`config.mk`:
```
export PLATFORM = sky130hd
export DESIGN_NAME = ifetch_queue
export DESIGN_NICKNAME = d
export VERILOG_FILES = /design/src/rtl/ifetch_queue.sv
export SDC_FILE = /design/constraint.sdc
export NUM_CORES = 1
export LEC_CHECK = 0
export BUFFER_PORTS_ARGS = -buffer_cell sky130_fd_sc_hd__buf_2
export CAP_MARGIN = 25
export CORE_MARGIN = 3
export CORE_UTILIZATION = 40
export DETAILED_ROUTE_END_ITERATION = 6
export PLACE_DENSITY = 0.62
export SLEW_MARGIN = 15
export SYNTH_ARGS = -nofsm -noshare
export SYNTH_HDL_FRONTEND = slang
export SYNTH_SLANG_ARGS = --single-unit
```
`constraint.sdc`:
```
create_clock -name clk -period 3.9 [get_ports clk]
set_clock_uncertainty 0.05 [all_clocks]
set_input_delay 0.585 -clock clk [delete_from_list [all_inputs] [get_ports clk]]
set_output_delay 0.585 -clock clk [all_outputs]
set_load 0.005 [all_outputs]
```
`src/rtl/ifetch_queue.sv`:
```
// Instruction prefetch queue: owns the PC, fetches over req/ack and buffers {pc, inst} for decode.
// Optional IFQ_BYPASS_EN: an empty-queue fetch result is presented to decode in its completion cycle.
module ifetch_queue #(
   parameter int          DEPTH    = 4,
   parameter logic [31:0] RESET_PC = 32'h0000_0000
) (
   input  logic        clk,
   input  logic        rst,
   output logic        imem_req,
   output logic [31:0] imem_addr,
   input  logic        imem_ack,
   input  logic [31:0] imem_rdata,
   input  logic        redirect,
   input  logic [31:0] redirect_pc,
   output logic        out_valid,
   input  logic        out_ready,
   output logic [31:0] out_inst,
   output logic [31:0] out_pc
);
   // state  | meaning
   // S_IDLE | no request outstanding
   // S_WAIT | request outstanding, result goes to the queue
   // S_DROP | request outstanding, result discarded after a redirect

   localparam int AW = $clog2(DEPTH);
   localparam int CW = AW + 1;
   localparam logic [31:0] PC_MASK = 32'hFFFF_FFFC;

   typedef enum logic [1:0] {S_IDLE, S_WAIT, S_DROP} state_t;

   state_t          r_state;
   state_t          w_state_next;
   logic [31:0]     r_fetch_pc;
   logic [31:0]     r_addr;
   logic [31:0]     r_mem_inst [DEPTH];
   logic [31:0]     r_mem_pc   [DEPTH];
   logic [AW-1:0]   r_wptr;
   logic [AW-1:0]   r_rptr;
   logic [CW-1:0]   r_cnt;

   logic [31:0]     w_redirect_pc;
   logic            w_complete;
   logic            w_fill;
   logic            w_fifo_empty;
   logic            w_bypass;
   logic            w_out_valid;
   logic            w_take;
   logic            w_push;
   logic            w_pop;
   logic [CW-1:0]   w_cnt_next;
   logic            w_has_room;
   logic            w_issue_idle;
   logic            w_issue_next;

   assign w_redirect_pc = redirect_pc & PC_MASK;
   assign w_complete    = (r_state != S_IDLE) && imem_ack;
   assign w_fill        = (r_state == S_WAIT) && w_complete && !redirect;
   assign w_fifo_empty  = (r_cnt == '0);

`ifdef IFQ_BYPASS_EN
   assign w_bypass = w_fill && w_fifo_empty;
`else
   assign w_bypass = 1'b0;
`endif

   assign w_out_valid = !w_fifo_empty || w_bypass;
   assign w_take      = w_out_valid && out_ready && !redirect;
   // A bypassed result that decode takes immediately never occupies a slot.
   assign w_push      = w_fill && !(w_bypass && out_ready);
   assign w_pop       = w_take && !w_fifo_empty;
   assign w_cnt_next  = r_cnt + {{(CW-1){1'b0}}, w_push} - {{(CW-1){1'b0}}, w_pop};
   assign w_has_room  = (w_cnt_next < CW'(DEPTH));

   assign w_issue_idle = (r_state == S_IDLE) && (w_state_next == S_WAIT);
   assign w_issue_next = w_fill && (w_state_next == S_WAIT);

   always_ff @(posedge clk) begin
      if (!rst) begin
         r_state <= S_IDLE;
      end else begin
         r_state <= w_state_next;
      end
   end

   always_comb begin
      w_state_next = r_state;
      case (r_state)
         S_IDLE: begin
            if (!redirect && w_has_room) begin
               w_state_next = S_WAIT;
            end
         end
         S_WAIT: begin
            if (w_complete) begin
               w_state_next = (!redirect && w_has_room) ? S_WAIT : S_IDLE;
            end else if (redirect) begin
               w_state_next = S_DROP;
            end
         end
         S_DROP: begin
            if (w_complete) begin
               w_state_next = S_IDLE;
            end
         end
         default: w_state_next = S_IDLE;
      endcase
   end

   always_comb begin
      imem_req  = (r_state != S_IDLE);
      imem_addr = r_addr;
      out_valid = w_out_valid;
      out_inst  = 32'h0;
      out_pc    = 32'h0;
      if (!w_fifo_empty) begin
         out_inst = r_mem_inst[r_rptr];
         out_pc   = r_mem_pc[r_rptr];
      end else if (w_bypass) begin
         out_inst = imem_rdata;
         out_pc   = r_fetch_pc;
      end
   end

   always_ff @(posedge clk) begin
      if (!rst) begin
         r_fetch_pc <= RESET_PC & PC_MASK;
         r_addr     <= RESET_PC & PC_MASK;
         r_wptr     <= '0;
         r_rptr     <= '0;
         r_cnt      <= '0;
      end else begin
         if (redirect) begin
            r_fetch_pc <= w_redirect_pc;
         end else if (w_fill) begin
            r_fetch_pc <= r_fetch_pc + 32'd4;
         end

         if (w_issue_idle) begin
            r_addr <= r_fetch_pc;
         end else if (w_issue_next) begin
            r_addr <= r_fetch_pc + 32'd4;
         end

         if (redirect) begin
            r_wptr <= '0;
            r_rptr <= '0;
            r_cnt  <= '0;
         end else begin
            if (w_push) begin
               r_wptr <= r_wptr + AW'(1);
            end
            if (w_pop) begin
               r_rptr <= r_rptr + AW'(1);
            end
            r_cnt <= w_cnt_next;
         end
      end
   end

   always_ff @(posedge clk) begin
      if (rst && w_push) begin
         r_mem_inst[r_wptr] <= imem_rdata;
         r_mem_pc[r_wptr]   <= r_fetch_pc;
      end
   end

endmodule
```
== Word-level counts from Yosys, hierarchy flattened ==
Memory sizes are Yosys's and may differ from the RTL's. A register that Yosys moved wholly into a read port is not among the register bits.
Index checks and enable logic that the tools add are counted.

* Memories: 2
* RAM bits: 256
* Register bits after elaboration: 73
* Word-level logic and storage cells: 55

* Add/sub/neg operators: 5
* Order comparisons: 1
* Eq/ne operators: 3
* Mux-type cells: 18
* Bitwise logic cells: 1
* Reductions and logical operators: 18

{| class="wikitable"
|+ Memories
! memory !! words !! bits a word !! read ports !! clocked after Yosys merged registers in !! write ports !! line !! RTL
|-
| r_mem_inst || 4 || 32 || 1 || 1 || 1 || 35 || <nowiki>logic [31:0] r_mem_inst [DEPTH];</nowiki>
|-
| r_mem_pc || 4 || 32 || 1 || 1 || 1 || 36 || <nowiki>logic [31:0] r_mem_pc [DEPTH];</nowiki>
|}

{| class="wikitable"
|+ Operator list
! cell !! number
|-
| 32-bit two-way mux || 6
|-
| 32-bit by 3-bit adder with 32-bit output (second input constant) || 1
|-
| 2-bit two-way mux || 8
|-
| 1-bit logical AND || 10
|-
| 2-bit case mux with 3 select lines || 1
|-
| 2-bit nonzero test || 3
|-
| 2-bit by 1-bit adder with 2-bit output (second input constant) || 2
|-
| 2-bit by 1-bit == test with 1-bit output (second input constant) || 2
|-
| 3-bit by 1-bit adder with 3-bit output || 1
|-
| 3-bit logical NOT || 1
|-
| 3-bit less-than comparator (second input constant) || 1
|-
| 1-bit two-way mux || 3
|-
| 3-bit by 1-bit subtractor with 3-bit output || 1
|-
| 2-bit == test (second input constant) || 1
|-
| 1-bit logical NOT || 2
|-
| 2-bit logical NOT || 1
|-
| 2-bit OR reduction || 1
|-
| 1-bit NOT || 1
|}

== Logic depth before layout (Yosys ltp) ==
* Depth in word-level cells: 15
* Mapped depth: 15

== Worst setup path before layout ==
No wires, ideal clock.

* Path kind: input -> register
* Start: in redirect
* End: reg r_addr[19] (netlist: imem_addr[19])
* Data arrival time: 3543 ps
* Path slack: 185 ps
* Stages: 15
* Cell sequence: clkbuf_1 > inv_1 > buf_1 > buf_1 > nand2_1 > ha_1 > inv_1 > ha_1 > fa_1 > xor2_1 > xnor2_1 > nor4b_4 > buf_2 > buf_2 > a21oi_1

* Cells in the longest elaborated chain, start to end: 12

{| class="wikitable"
|+ Ends and longest elaborated chain
! item !! line !! RTL
|-
| start: declaration || 13 || <nowiki>input logic redirect,</nowiki>
|-
| 1-bit logical NOT || n/a ||
|-
| 1-bit logical AND (on tied branches) || 57, 67 ||
|-
| 3-bit by 1-bit adder with 3-bit output / 1-bit logical AND (equally long branches) || 71, 70 ||
|-
| 3-bit by 1-bit subtractor with 3-bit output || 71 || <nowiki>assign w_cnt_next = r_cnt + {{(CW-1){1'b0}}, w_push} - {{(CW-1){1'b0}}, w_pop};</nowiki>
|-
| 3-bit less-than comparator || 72 || <nowiki>assign w_has_room = (w_cnt_next < CW'(DEPTH));</nowiki>
|-
| 1-bit logical AND || 89, 95 ||
|-
| 1-bit two-way mux || 95 || <nowiki>w_state_next = (!redirect && w_has_room) ? S_WAIT : S_IDLE;</nowiki>
|-
| 2-bit two-way mux || 94 || <nowiki>if (w_complete) begin</nowiki>
|-
| 2-bit case mux with 3 select lines || 87 || <nowiki>case (r_state)</nowiki>
|-
| 2-bit by 1-bit == test with 1-bit output || 74, 75 ||
|-
| 1-bit logical AND (on tied branches) || 74, 75 ||
|-
| 32-bit two-way mux / 2-bit nonzero test (equally long branches) || n/a ||
|-
| end signal: assignment || 127 || <nowiki>r_addr <= RESET_PC & PC_MASK;</nowiki>
|-
| end signal: assignment || 139 || <nowiki>r_addr <= r_fetch_pc;</nowiki>
|-
| end signal: assignment || 141 || <nowiki>r_addr <= r_fetch_pc + 32'd4;</nowiki>
|-
| end: declaration || 34 || <nowiki>logic [31:0] r_addr;</nowiki>
|}

Several ways; a longest one is shown, not always the timed one.
A chain may end at the register's enable or synchronous reset.

==> results.md <==
* Syn Area/Cell at 15.5 µm²
* Crit path capture: out_inst[17]
* Worst hold path type: primary input to flop
* Final period util at 81.0%
* Power Dens Cells at 464 nW/µm²
* Crit path kind: flop to output pin
* Die Height at 187 µm
* Leakage power at 5.30 nW
* Status: completed
* Max-cap violations at 0
* H-tree depth at 2
* Post-layout util at 48.5%
* Synthesized flop and latch total at 319
* ANT nets after route at 0
* # IOs at 167
* Vias in the first global route at 7616
* Initial core utilization at 41.1%
* EDFF count, synth at 248
* CTS root buf: clkbuf_16
* R2R Path End: imem_addr[12]
* Later-pin clock latency in the skew report at 0.52 ns
* Yosys cell types at 50
* Cts bufs inserted at 35
* Share of the synthesized area in the top cell type at 56.7%
* Fmax at 317 MHz
* Via density per instance at 5.10
* Global-route wire length before repair at 44600 µm
* Hold Fails Final Rpt at 0
* Cells after synthesis at 847
* Drt total wl at 28700 µm
* Grt ovf at 0
* TritonCTS clock tree: yes
* CTS clk-pin slew, worst paths at 0.06 ns
* First drt pass iteration count at 4
* WP data required at 3.26 ns
* Overall Power at 7.19 mW
* Via count at 7493
* WP data arrival at 2.52 ns
* Fraction of registers with async set/reset at 0%
* Max Fanout on Critical Path at 30
* CTS max path bufs at 3
* Wire per inst at 19.6 µm
* Antenna violations before repair at 1
* Die ar. at 35000 µm²
* Core Footprint at 32000 µm²
* Hold Buf Count CTS at 0
* GP Congestion at 0.771
* Fin nets at 1083
* RSZ-0062 raised after global routing: false
* Sequential fraction of the synthesis area at 67.6%
* Setup bufs post-CTS at 0
* Post-cts sizing count at 0
* Post-layout minimum cycle time at 3.16 ns
* Worst-margin pin slew at 0.914 ns
* Fin. max-slew vios at 0
* Drt initial violations at 518
* Row count at 65
* Mapped cell area at 13100 µm²
* R2r startpoint: r_cnt[1]
* Clock Sinks at 319
* HPWL after DPL at 17700 µm
* Biggest area consumer among synthesized cells: edfxtp_1
* Crit end category: output pin
* Cells on worst reg2reg path at 12
* Slew margin rel. at 38.7%
* Setup slack, reg-to-reg at 0.76 ns
* DRC violations left at 0
* Peak supply drop at 0.248 mV
* Area added between synthesis and finish at 18.2%
* All-Layer GR Usage at 16.3%
* Area contributors post-synth: edfxtp_1 (57%), dfxtp_1 (11%), mux4_2 (11%)
* Ys flop type: edfxtp_1
* Ys Warns at 0
* Die width at 187 µm
* Buffers on Ports at 160
* Endpoints failing setup at 0
* Top post-synthesis cells by count: edfxtp_1 (248), dfxtp_1 (71), nor2b_1 (63)
* Fraction of layout cells with a size suffix above 1 at 29.8%
* CP Launch Type: flop
* Count leader, synth: edfxtp_1
* Setup TNS at 0 ns
* Largest net degree at the start of global routing at 64
[logic make-up after synthesis]
family          Yosys count  synth area share [%]
xor+xnor                 60                  4.12
buf+inv                  70                  2.35
mux                      66                  10.9
other cells               1                0.0286
fa+ha+maj                 8                 0.820
flops                   319                  67.6
simple gates            211                  9.62
compound gates          112                  4.55
[worst min-delay path by stage]
stage / cells after the start / slack [ns] / end / start
2_1_floorplan: 0 / 0.40 / r_mem_pc[0][12] / r_fetch_pc[12]
3_3_place_gp: 2 / 0.43 / imem_addr[2] / imem_addr[2]
3_5_place_dp: 2 / 0.43 / imem_addr[2] / imem_addr[2]
4_1_cts: 2 / 0.21 / r_state[1] / imem_ack
5_1_grt: 2 / 0.22 / r_state[1] / imem_ack
6_report: 2 / 0.22 / r_state[1] / imem_ack
[cell usage in the layout, fill, tap and decap left out, drive strengths merged, types with 2 or more instances in the layout]
master / synthesis / routed
mux4: 62 / 62
or3: 3 / 3
a21oi: 48 / 48
dfxtp: 71 / 71
nand3: 20 / 20
xnor2: 30 / 30
nand4b: 2 / 2
a31oi: 4 / 4
nor3: 17 / 17
nand2b: 3 / 3
nand2: 27 / 27
nor2: 26 / 26
nor4: 9 / 9
buf: 24 / 178
clkinv: 0 / 11
clkbuf: 35 / 50
ha: 7 / 7
a211oi: 3 / 3
xor2: 29 / 29
mux2i: 4 / 4
conb: 1 / 4
edfxtp: 248 / 248
inv: 11 / 12
o21ba: 2 / 2
nand4: 21 / 21
and3: 7 / 7
and2: 5 / 5
bufinv: 0 / 2
nand3b: 2 / 2
nor2b: 63 / 63
o21ai: 52 / 52
[per-stage QoR]
stage | hold WS [ns] | setup WS [ns] | std cells | cell area (µm²)
floorplan | 0.405 | 0.185 | 850 | 13100
global placement | 0.428 | 0.545 | 1404 | 14400
detailed placement | 0.435 | 0.515 | 1404 | 14400
CTS | 0.210 | 0.621 | 1468 | 15500
global route | 0.220 | 0.471 | 1468 | 15500
finish | 0.223 | 0.741 | 1469 | 15500
[where the power goes]
part           total (mW)  internal [mW]  switching, mW
Sequential           3.80           3.72         0.0786
Combinational       0.284          0.123          0.161
Clock                3.11           1.84           1.26
[critical path, cell delays in order, from the launching register on]
cell     delay [ns]
dfxtp_4        0.78
buf_4          0.39
mux4_2         0.54
nor2b_1        0.15
buf_2          0.16
[registers in the layout, indices dropped and copies added, names as in the netlist, named ones only]
name        cells
imem_addr      30
r_mem_pc      120
r_fetch_pc     30
r_wptr          2
r_cnt           3
r_state         2
r_rptr          2
r_mem_inst    128
[cell type report]
class                   instances  area (µm²)
repair buffers                178         998
clock inverters                14         133
well taps                     435         544
fillers                      2770       16400
flip-flops and latches        319        8870
inverters                      11        41.3
diodes                          1        2.50
multi-input cells             461        3970
clock buffers                  50         953
[layer usage]
layer | vias to the layer above | share of wire (%) | global-route usage [%]
met4 | 2 | 1.7 | 3.78
met3 | 37 | 5.6 | 3.07
met1 | 3723 | 46 | 23.3
li1 | 3531 | - | -
met5 | - | 0.045 | 0
met2 | 200 | 47 | 25.9
(Power assumes the default switching activity.)
